[src/rtl/lbp_ctrl_if.sv]
// Bus between the LBP sequencer and its surroundings: grayscale read port,
// LBP write port, position counter handshake and start/finish status.
interface lbp_ctrl_if #(
    parameter int unsigned ADDR_W = 14
);
    logic              gray_ready;
    logic [ADDR_W-1:0] pos;
    logic              cnt_en;
    logic              gray_req;
    logic [ADDR_W-1:0] gray_addr;
    logic [7:0]        gray_data;
    logic              lbp_valid;
    logic [ADDR_W-1:0] lbp_addr;
    logic [7:0]        lbp_data;
    logic              finish;

    modport master (
        input  gray_ready, pos, gray_data,
        output cnt_en, gray_req, gray_addr, lbp_valid, lbp_addr, lbp_data, finish
    );

    modport slave (
        output gray_ready, pos, gray_data,
        input  cnt_en, gray_req, gray_addr, lbp_valid, lbp_addr, lbp_data, finish
    );
endinterface

[src/rtl/lbp_ctrl.sv]
// LBP sequencer: fetches each interior 3x3 window, forms the 8-bit LBP code and writes it.
// Optional macro LBP_SLIDING_WINDOW_EN reuses two window columns and fetches only the right one.
module lbp_ctrl #(
    parameter int unsigned IMG_W  = 128,
    parameter int unsigned ADDR_W = 14
) (
    input  logic       clk,
    input  logic       reset,
    lbp_ctrl_if.master bus
);
    localparam int unsigned       XW         = ADDR_W / 2;
    localparam logic [XW-1:0]     X_FIRST    = XW'(1);
    localparam logic [ADDR_W-1:0] LAST_POS   = ADDR_W'((IMG_W - 2) * IMG_W + (IMG_W - 2));
    localparam logic [ADDR_W-1:0] ORIGIN_OFF = ADDR_W'(IMG_W + 1);

    typedef enum logic [2:0] {IDLE, FETCH, CALC, WRITE, DONE} state_t;

    state_t            state, state_nxt;
    logic [3:0]        k, k_nxt;
    logic [7:0]        win [9];
    logic [7:0]        code;
    logic [7:0]        lbp_data_q;
    logic              slide;
    logic [3:0]        k_last;
    logic [1:0]        rd_row, rd_col;
    logic [3:0]        cap_idx;
    logic [ADDR_W-1:0] rd_addr;
    logic              gray_req, lbp_valid, cnt_en, finish;
    logic [ADDR_W-1:0] gray_addr, lbp_addr;

`ifdef LBP_SLIDING_WINDOW_EN
    // Only a row-start centre lacks a reusable left/middle column.
    assign slide = (bus.pos[XW-1:0] != X_FIRST);
`else
    assign slide = 1'b0;
`endif

    // Read/capture mapping for the current fetch index.
    always_comb begin
        k_last  = slide ? 4'd3 : 4'd9;
        rd_row  = slide ? 2'(k) : 2'(k / 4'd3);
        rd_col  = slide ? 2'd2  : 2'(k % 4'd3);
        rd_addr = bus.pos + (ADDR_W'(rd_row) << XW) + ADDR_W'(rd_col) - ORIGIN_OFF;
        cap_idx = k - 4'd1;
        if (slide) begin
            case (k)
                4'd1:    cap_idx = 4'd2;
                4'd2:    cap_idx = 4'd5;
                default: cap_idx = 4'd8;
            endcase
        end
    end

    assign code = {win[8] >= win[4], win[7] >= win[4], win[6] >= win[4], win[5] >= win[4],
                   win[3] >= win[4], win[2] >= win[4], win[1] >= win[4], win[0] >= win[4]};

    always_ff @(posedge clk or posedge reset) begin
        if (reset) state <= IDLE;
        else       state <= state_nxt;
    end

    // Next-state and bus strobes.
    always_comb begin
        state_nxt = state;
        k_nxt     = k;
        gray_req  = 1'b0;
        gray_addr = '0;
        lbp_valid = 1'b0;
        lbp_addr  = '0;
        cnt_en    = 1'b0;
        finish    = 1'b0;
        case (state)
            IDLE: begin
                if (bus.gray_ready) begin
                    state_nxt = FETCH;
                    k_nxt     = '0;
                end
            end
            FETCH: begin
                if (k != k_last) begin
                    gray_req  = 1'b1;
                    gray_addr = rd_addr;
                    k_nxt     = k + 4'd1;
                end else begin
                    state_nxt = CALC;
                    k_nxt     = '0;
                end
            end
            CALC: state_nxt = WRITE;
            WRITE: begin
                lbp_valid = 1'b1;
                lbp_addr  = bus.pos;
                if (bus.pos == LAST_POS) begin
                    state_nxt = DONE;
                end else begin
                    cnt_en    = 1'b1;
                    state_nxt = FETCH;
                end
            end
            DONE:    finish = 1'b1;
            default: state_nxt = IDLE;
        endcase
    end

    // Fetch index, window capture and code register.
    always_ff @(posedge clk or posedge reset) begin
        if (reset) begin
            k          <= '0;
            lbp_data_q <= '0;
            for (int i = 0; i < 9; i++) win[i] <= '0;
        end else begin
            k <= k_nxt;
            if (state == FETCH) begin
                if (k == 4'd0 && slide) begin
                    win[0] <= win[1];
                    win[1] <= win[2];
                    win[3] <= win[4];
                    win[4] <= win[5];
                    win[6] <= win[7];
                    win[7] <= win[8];
                end
                if (k != 4'd0) win[cap_idx] <= bus.gray_data;
            end
            if (state == CALC) lbp_data_q <= code;
        end
    end

    assign bus.gray_req  = gray_req;
    assign bus.gray_addr = gray_addr;
    assign bus.lbp_valid = lbp_valid;
    assign bus.lbp_addr  = lbp_addr;
    assign bus.lbp_data  = lbp_data_q;
    assign bus.cnt_en    = cnt_en;
    assign bus.finish    = finish;
endmodule

[src/flat_wrapper.sv]
// flat-port wrapper written by rule: the top's interface ports become plain ports
module lbp_ctrl_flat 
#(
    parameter int unsigned IMG_W  = 128,
    parameter int unsigned ADDR_W = 14
)
  (clk, reset, bus_gray_ready, bus_pos, bus_gray_data, bus_cnt_en, bus_gray_req, bus_gray_addr, bus_lbp_valid, bus_lbp_addr, bus_lbp_data, bus_finish);
  lbp_ctrl_if #(.ADDR_W(ADDR_W)) bus_i ();
  input  logic clk;
  input  logic reset;
  input wire logic [$bits(bus_i.gray_ready)-1:0] bus_gray_ready;
  input wire logic [$bits(bus_i.pos)-1:0] bus_pos;
  input wire logic [$bits(bus_i.gray_data)-1:0] bus_gray_data;
  output wire logic [$bits(bus_i.cnt_en)-1:0] bus_cnt_en;
  output wire logic [$bits(bus_i.gray_req)-1:0] bus_gray_req;
  output wire logic [$bits(bus_i.gray_addr)-1:0] bus_gray_addr;
  output wire logic [$bits(bus_i.lbp_valid)-1:0] bus_lbp_valid;
  output wire logic [$bits(bus_i.lbp_addr)-1:0] bus_lbp_addr;
  output wire logic [$bits(bus_i.lbp_data)-1:0] bus_lbp_data;
  output wire logic [$bits(bus_i.finish)-1:0] bus_finish;
  assign bus_i.gray_ready = bus_gray_ready;
  assign bus_i.pos = bus_pos;
  assign bus_i.gray_data = bus_gray_data;
  assign bus_cnt_en = bus_i.cnt_en;
  assign bus_gray_req = bus_i.gray_req;
  assign bus_gray_addr = bus_i.gray_addr;
  assign bus_lbp_valid = bus_i.lbp_valid;
  assign bus_lbp_addr = bus_i.lbp_addr;
  assign bus_lbp_data = bus_i.lbp_data;
  assign bus_finish = bus_i.finish;
  lbp_ctrl #(.IMG_W(IMG_W), .ADDR_W(ADDR_W)) u_core (.clk(clk), .reset(reset), .bus(bus_i));
endmodule
[config.mk]
export PLATFORM = sky130hd
export DESIGN_NAME = lbp_ctrl_flat
export DESIGN_NICKNAME = d
export VERILOG_FILES = /design/src/rtl/lbp_ctrl_if.sv /design/src/rtl/lbp_ctrl.sv /design/src/flat_wrapper.sv
export SDC_FILE = /design/constraint.sdc
export NUM_CORES = 1
export LEC_CHECK = 0
export CAP_MARGIN = 20
export CORE_MARGIN = 10
export CORE_UTILIZATION = 35
export CTS_CLUSTER_DIAMETER = 50
export DETAILED_ROUTE_END_ITERATION = 7
export GPL_TIMING_DRIVEN = 0
export HOLD_SLACK_MARGIN = 0.15
export PLACE_DENSITY = 0.51
export SKIP_LAST_GASP = 1
export SLEW_MARGIN = 20
export SYNTH_ARGS = -nofsm -noshare
export SYNTH_HDL_FRONTEND = slang
export SYNTH_SLANG_ARGS = --single-unit
[constraint.sdc]
create_clock -name clk -period 13.67 [get_ports clk]
set_input_delay 2.0505 -clock clk [delete_from_list [all_inputs] [get_ports clk]]
set_output_delay 2.0505 -clock clk [all_outputs]
set_load 0.01 [all_outputs]
Yosys cells after proc, flatten, opt, wreduce, memory -nomap -nowiden
Cells that the tools add are included.
W data, S select, Z words.
- flip-flop bits (word level): 87
- bits of input ports: 25
- output and inout port bits: 40
- add/subtract/negate cells: 5
- div/mod/pow operators: 2
- order comparisons: 10
- equal/unequal tests: 8
- multiplexer cells: 23
- bitwise operators: 2
- reductions and logical operators: 7
- operator list (kind ; count):
    $bwmux W72 ; 1
    $mux W72 ; 1
    $ge A8 B8 Y1 ; 8
    $mux W16 ; 3
    $mux W14 ; 3
    $demux W8 S4 ; 1
    $pmux W3 S5 ; 1
    $add A14 B2 Y14 ; 1
    $add A14 B9 Y14 ; 1
    $eq A14 B14 Y1 const B ; 1
    $sub A14 B8 Y14 const B ; 1
    $mux W3 ; 3
    $mux W4 ; 2
    $mux W8 ; 1
    $pmux W4 S2 ; 1
    $eq A3 B2 Y1 const B ; 2
    $mux W1 ; 6
    $ge A5 B5 Y1 const B ; 1
    $lt A5 B1 Y1 const B ; 1
    $not A4 Y5 ; 1
    $add A4 B1 Y4 const B ; 1
    $div A4 B2 Y4 const B ; 1
    $mod A4 B2 Y4 const B ; 1
    $ne A2 B2 Y1 const B ; 2
    other kinds (11) ; 12

Longest topological paths before layout
Gate-level depths: netlist (run 1).
- word-level depth: 8
- gate-level depth with buffers: 21

Worst setup path after synthesis (run 1)
OpenSTA, ideal clock, no wires.
- path type: input -> output
- start point: in bus_pos[1]
- end point: out bus_gray_addr[11]
- arrival time: 3.976 ns
- slack: 7.644 ns
- stages on the path: 11
- path buffers: 0
- path through: inv_1 ha_1 inv_1 ha_1 inv_1 fa_1 nor2b_1 o2111ai_1 a211oi_1 nor3_1 nor3_1
- longest elaborated chain between the ends: 5
- RTL lines (item ; RTL line ; text):
    start: declaration ; flat_wrapper.sv:12 ; input wire logic [$bits(bus_i.pos)-1:0] bus_pos;
    $add A14 B9 Y14 ; lbp_ctrl.sv:43 ; rd_addr = bus.pos + (ADDR_W'(rd_row) << XW) + ADDR_W'(rd_col) - ORIGIN_OFF;
    $add A14 B2 Y14 ; lbp_ctrl.sv:43 ;
    $sub A14 B8 Y14 ; lbp_ctrl.sv:43 ;
    $mux W14 ; lbp_ctrl.sv:80 ; if (k != k_last) begin
    $mux W14 ; lbp_ctrl.sv:72 ; case (state)
    end: declaration ; flat_wrapper.sv:16 ; output wire logic [$bits(bus_i.gray_addr)-1:0] bus_gray_addr;
Every way passes these cells.

Final worst setup path (run 1)
Same ends and word-level chain as after synthesis.

==> results.yml, run 1 <==
status:
  outcome: "complete, no violations"
power:
  total_power_uw: 1670
  clkPwrFrac_pct: 14.3
  internal_power_uw: 1010
  leakage_uw: 0.00310
  vdd_ir_drop_max_mv: 0.0973
  switchingPower_uw: 661
  power_frac_seq_pct: 27.6
  p_per_area_mw_per_mm2: 242
  netSwitchingFraction_pct: 39.6
  comb_power_share_pct: 58.1
detailed_routing:
  wirelength_um: 13400
  dr.pass1.iters: 4
  via_count: 4188
  drtIter0Drc: 196
  routedWlPerCell_um: 16.2
  drcViolationCount: 0
  antenna_left: 0
  via_per_inst: 5.06
timing:
  relSlewSlack_pct: 48.1
  final-setup-viol-count: 0
  timing.fmax_ghz: 0.137
  rsz0062_at_grt: "false"
  tightestPinTransition_ps: 774
  period_minus_slack_ps: 7290
  hold_viol_final: 0
  fin_crit_sh_pct: 53.3
  holdWs_ps: 505
  tns_ps: 0
  final.setup_skew_ps: 6.96
  slew_viol_final: 0
cts:
  clock_latency_ps: 350
  cts_sinks: 87
  clockRootBuffer: "clkbuf_16"
  h-tree-depth: 3
  clockBufferDepth: 2
  cts_setup_buffers: 0
  tritoncts: "yes"
  clkTransAtPathRegs_ps: 60
  numCtsBuffers: 9
  cts_resized: 0
  cts_hold_buf: 0
synth:
  syn_avg_cell_area_um2: 10.6
  yosysSeqAreaShare_pct: 38.2
  yosys-top-cells-area: "dfrtp_1 (38%), ha_1 (19%), mux2_2 (14%)"
  synth.distinct_cells: 47
  yosys_warnings: 0
  ys_seq_elements: 87
  async_reset_ff_share_pct: 100
  ys.flop_type: "dfrtp_1"
  synth_cells: 535
  synth_top_area_share_pct: 38.2
  synth_edf_count: 0
  synth_fp_nets: 648
  synth_area_mm2: 0.00569
  synth_largest_area_cell: "dfrtp_1"
worst_setup_path:
  cp_cell_sequence: "clkdlybuf4s50_1, inv_1, ha_1, inv_1, ha_1, inv_1, fa_1, nor2b_1, o2111ai_1, a211oi_1, nor3_1, nor3_1, clkdlybuf4s50_1"
  arrival_ps: 5240
  cpMaxStageDelayCell: "clkdlybuf4s50_1"
  startpoint_type: "input pin"
  critPathRequiredTime_ps: 11620
  crit_type: "input pin to primary output"
  endpoint_kind: "primary output"
  cpPeakStageDelay_ps: 570
  path_buf_inv: 5
  path_max_fanout: 4
  crit_path_frequent_cell: "inv_1"
  crit_family: "buffers and inverters"
floorplan:
  dieArea_mm2: 0.0218
  start_util_pct: 35.8
  die_h_um: 148
  rows: 46
  dieWidth_um: 148
  core_mm2: 0.0159
  io_pins: 65
layout:
  drive_gt1_share_pct: 15.8
  fillers: 1556
  diodes: 0
  fin_nets: 723
  syn2layout_area_growth_pct: 21.3
  finalInstanceArea_mm2: 0.00691
global_route:
  grt_max_degree: 48
  grt.overflow.total: 0
  antenna_found_initial: 0
  grt_usage_pct: 12.9
  grt_pass1_wl_um: 22600
  grt_pass1_vias: 4251
placed_design:
  io_buffers: 63
  hpwlAfterDp_um: 10500
  placed_cell_area_mm2: 0.00663
  gp_congestion: 0.791
run:
  maxCapViolCount: 0
hold_path:
  hp-class: "flip-flop to flip-flop"
## sequential cells by signal, summed over array words and instances, names as in the netlist
register,cells
u_core.bus.lbp_data,8
u_core.k,4
u_core.state,3
u_core.win,72
## cell families after synthesis
family | synth area share, %
AND/OR/NAND/NOR | 14.3
adder cells (fa/ha/maj) | 19.5
AO/OA/AOI/OAI | 9.49
flip-flops | 38.2
multiplexers | 14.2
buffers and inverters | 3.41
XOR/XNOR | 0.923
## through the flow
stage / utilization (%) / instances / worst slack, ps
after floorplan: - / 535 / 7640
after global placement: 41.5 / 814 / 6400
after detailed placement: 41.7 / 815 / 6380
after CTS: 43.5 / 828 / 6370
after global routing: 43.5 / 828 / 6100
final: 43.5 / 828 / 6380
## synth_stat cells, types with 5 or more instances
library cell and instances:
dfrtp_1 87, ha_1 87, mux2_2 70, inv_1 42
nand2_1 30, nor2_1 30, a21oi_1 25, and2_1 16
o21ai_0 16, a21o_1 15, a211oi_1 10, nand2b_1 10
nor2b_1 10, nand4_1 9, a31oi_1 7, nand3_1 6
nand4b_1 6, nor3_1 6, or3_1 5
## cells in the final DEF (no fill, tap or decap), types with 4 or more instances in the layout
| master | Yosys | routed |
|---|---|---|
| xnor2_1 | 4 | 4 |
| a21o_1 | 15 | 15 |
| mux2_2 | 70 | 70 |
| clkbuf_1 | 4 | 4 |
| and2_1 | 16 | 16 |
| nand4_1 | 9 | 9 |
| clkbuf_16 | 0 | 9 |
| nor2b_1 | 10 | 10 |
| a31oi_1 | 7 | 7 |
| a21oi_1 | 25 | 25 |
| and4_1 | 4 | 4 |
| inv_1 | 42 | 41 |
| nor2_1 | 30 | 30 |
| clkdlybuf4s50_1 | 0 | 63 |
| nand4b_1 | 6 | 6 |
| nand3_1 | 6 | 6 |
| nand2_1 | 30 | 30 |
| or3_1 | 5 | 5 |
| o22ai_1 | 4 | 4 |
| dfrtp_1 | 87 | 87 |
| nand2b_1 | 10 | 10 |
| o21ai_0 | 16 | 16 |
| ha_1 | 87 | 87 |
| nor3_1 | 6 | 6 |
| a211oi_1 | 10 | 10 |
## worst paths after layout
kind | cells after the start | endpoint | startpoint | slack, ps
max | 13 | bus_gray_addr[11] | bus_pos[1] | 6380
min | 1 | u_core.win[56]$_DFFE_PP0P_ | u_core.win[56]$_DFFE_PP0P_ | 510
max reg2reg | 5 | u_core.win[24]$_DFFE_PP0P_ | u_core.state[1]$_DFFE_PP0P_ | 11530
min reg2reg | 1 | u_core.win[56]$_DFFE_PP0P_ | u_core.win[56]$_DFFE_PP0P_ | 510
max in group asynchronous | 3 | u_core.win[31]$_DFFE_PP0P_ | reset | 11030
min in group asynchronous | 2 | u_core.win[48]$_DFFE_PP0P_ | reset | 2080
## per-layer routing
layer  wire, µm  global-route usage, %
met5          0                      0
met4        163                   4.01
met3        314                   2.44
met2       6340                   20.7
met1       6560                   17.0
## area by class of cell
| cell class | instances | area, µm² | area share (%) |
|---|---|---|---|
| timing repair buffer | 64 | 658 | 9.53 |
| inverter | 42 | 163 | 2.36 |
| clock buffer | 9 | 225 | 3.26 |
| sequential | 87 | 2180 | 31.5 |
| clock inverter | 4 | 50.0 | 0.725 |
| multi-input combinational | 398 | 3330 | 48.2 |
| tap | 216 | 270 | 3.91 |
| buffer | 8 | 36.3 | 0.525 |
## worst register-to-register path: stages, from the launching register on
cell	delay, ps
dfrtp_1	430
nor2_1	160
nand2_1	240
nor2_1	320
nand3_1	450
mux2_2	430
## power by group through the flow
stage               clock network [µW]  registers, µW  logic, µW
detailed placement                   0            467        985
floorplan                            0            453        664
global route                       257            481       1120
CTS                                247            462        990
global placement                     0            462        960
finish                             239            461        970
No activity file was read; power rests on OpenSTA's default activity.
==> run 2: changes to the inputs <==
--- a/config.mk
+++ b/config.mk
@@ -12,7 +12,7 @@
 export DETAILED_ROUTE_END_ITERATION = 7
 export GPL_TIMING_DRIVEN = 0
 export HOLD_SLACK_MARGIN = 0.15
-export PLACE_DENSITY = 0.51
+export PLACE_DENSITY = 0.53
 export SKIP_LAST_GASP = 1
 export SLEW_MARGIN = 20
 export SYNTH_ARGS = -nofsm -noshare
==> constraint.sdc (replaced) <==
create_clock -name clk -period 6.3 [get_ports clk]
set_input_delay 0.945 -clock clk [delete_from_list [all_inputs] [get_ports clk]]
set_output_delay 0.945 -clock clk [all_outputs]
set_load 0.01 [all_outputs]
==> run 2 against run 1 <==
Count of clock-buffer cells in the layout is 1 higher. Via count grew 1.0%. Combinational power up 120%. Wire length up 1.1%. Largest cell class unchanged.
==> results.yml, run 2 (synthesis gave the netlist of run 1 again) <==
timing:
  tns_ps: 0
  period_minus_slack_ps: 5940
  slew_viol_final: 0
  rsz0062_at_grt: "false"
  timing.fmax_ghz: 0.168
  final.setup_skew_ps: 10.4
  final-setup-viol-count: 0
  relSlewSlack_pct: 53.5
  hold_viol_final: 0
  tightestPinTransition_ps: 691
  fin_crit_sh_pct: 94.2
worst_setup_path:
  crit_type: "flip-flop to primary output"
  endpoint_kind: "primary output"
  ff2ff_path_depth: 5
  path_max_fanout: 6
  arrival_ps: 4990
  startpoint_type: "flip-flop"
  critPathRequiredTime_ps: 5350
power:
  leakage_uw: 0.00314
  vdd_ir_drop_max_mv: 0.194
  p_per_area_mw_per_mm2: 528
cts:
  numCtsBuffers: 9
  h-tree-depth: 3
  cts_hold_buf: 0
  clockBufferDepth: 2
  clockRootBuffer: "clkbuf_16"
  cts_resized: 0
  tritoncts: "yes"
  clock_latency_ps: 350
  cts_sinks: 87
  cts_setup_buffers: 0
  clkTransAtPathRegs_ps: 60
placed_design:
  gp_congestion: 0.793
  io_buffers: 63
  placed_cell_area_mm2: 0.00665
  hpwlAfterDp_um: 10500
  dp_cells: 816
global_route:
  grt_pass1_vias: 4362
  antenna_found_initial: 0
  grt_pass1_wl_um: 22900
  grt_max_degree: 47
  grt_usage_pct: 13.0
  grt.overflow.total: 0
floorplan:
  start_util_pct: 35.8
  die_h_um: 148
  core_mm2: 0.0159
  dieWidth_um: 148
  dieArea_mm2: 0.0218
  io_pins: 65
  rows: 46
detailed_routing:
  drtIter0Drc: 183
  routedWlPerCell_um: 16.3
  via_per_inst: 5.08
  wirelength_um: 13500
  via_count: 4230
  drcViolationCount: 0
  dr.pass1.iters: 4
  antenna_left: 0
layout:
  diodes: 0
  syn2layout_area_growth_pct: 22.4
  regMostFlops: "u_core.win"
  finalInstanceArea_mm2: 0.00697
  final_cell_mix: "ha_1 (87), dfrtp_1 (87), mux2_2 (70)"
  fin_nets: 724
  fin_cells: 832
  largest_register_ff_count: 72
  fillers: 1523
  utilization_pct: 43.9
  drive_gt1_share_pct: 16.9
run:
  maxCapViolCount: 0
hold_path:
  whs_path_depth: 1
  hp-class: "flip-flop to flip-flop"
status:
  outcome: "complete, no violations"
run 2: power by group:
group          switching (µW)  total (µW)  internal [µW]  leakage, µW
clock                     236         556            320     0.000153
sequential                163        1010            843      0.00102
combinational            1060        2120           1050      0.00196
total                    1460        3680           2220      0.00314
run 2: path summary, 6_finish.rpt:
kind	start	slack [ps]	endpoint
setup / recovery	u_core.k[3]$_DFFE_PP0P_	360	bus_gray_addr[9]
max in group asynchronous	reset	4740	u_core.win[25]$_DFFE_PP0P_
setup reg to reg	u_core.state[2]$_DFFE_PP0P_	4160	u_core.win[24]$_DFFE_PP0P_
min in group asynchronous	reset	850	u_core.win[48]$_DFFE_PP0P_
hold reg to reg	u_core.win[56]$_DFFE_PP0P_	500	u_core.win[56]$_DFFE_PP0P_
hold / removal	u_core.win[56]$_DFFE_PP0P_	500	u_core.win[56]$_DFFE_PP0P_
run 2: worst max-delay path, stage by stage, from the launching register on:
cell	delay (ps)
dfrtp_1	430
nand2b_2	270
inv_1	150
ha_1	160
inv_1	40
ha_1	200
o31a_1	150
or3b_1	380
a21oi_2	230
mux2i_1	230
ha_1	250
inv_1	60
ha_1	170
inv_1	60
fa_1	390
nor2b_2	210
o2111ai_2	190
a21o_1	230
a21o_1	180
a21oi_1	120
clkdlybuf4s50_1	560
run 2: layout make-up:
type	count	area [µm²]	share of cell area, %
Multi-Input combinational cell	398	3340	47.9
Sequential cell	87	2180	31.2
Timing Repair Buffer	65	678	9.73
Tap cell	216	270	3.88
Clock buffer	10	239	3.43
Inverter	42	160	2.30
Clock inverter	6	66.3	0.952
Buffer	8	36.3	0.521
run 2: metrics by stage:
| step | power [µW] | setup slack, ps | hold slack [ps] |
|---|---|---|---|
| floorplan | 2420 | 1480 | 475 |
| global placement | 3080 | 680 | 487 |
| detailed placement | 3160 | 578 | 493 |
| CTS | 3730 | 204 | 508 |
| global route | 4090 | 51.6 | 516 |
| finish | 3680 | 363 | 504 |
run 2: per-layer routing:
layer  routed length [µm]  GRT usage [%]  up-vias
li1                     -              -     2085
met1                 6650           17.0     2087
met2                 6400           21.0       43
met3                  274           2.17       15
met4                  205           4.76        0
met5                    0              0        -
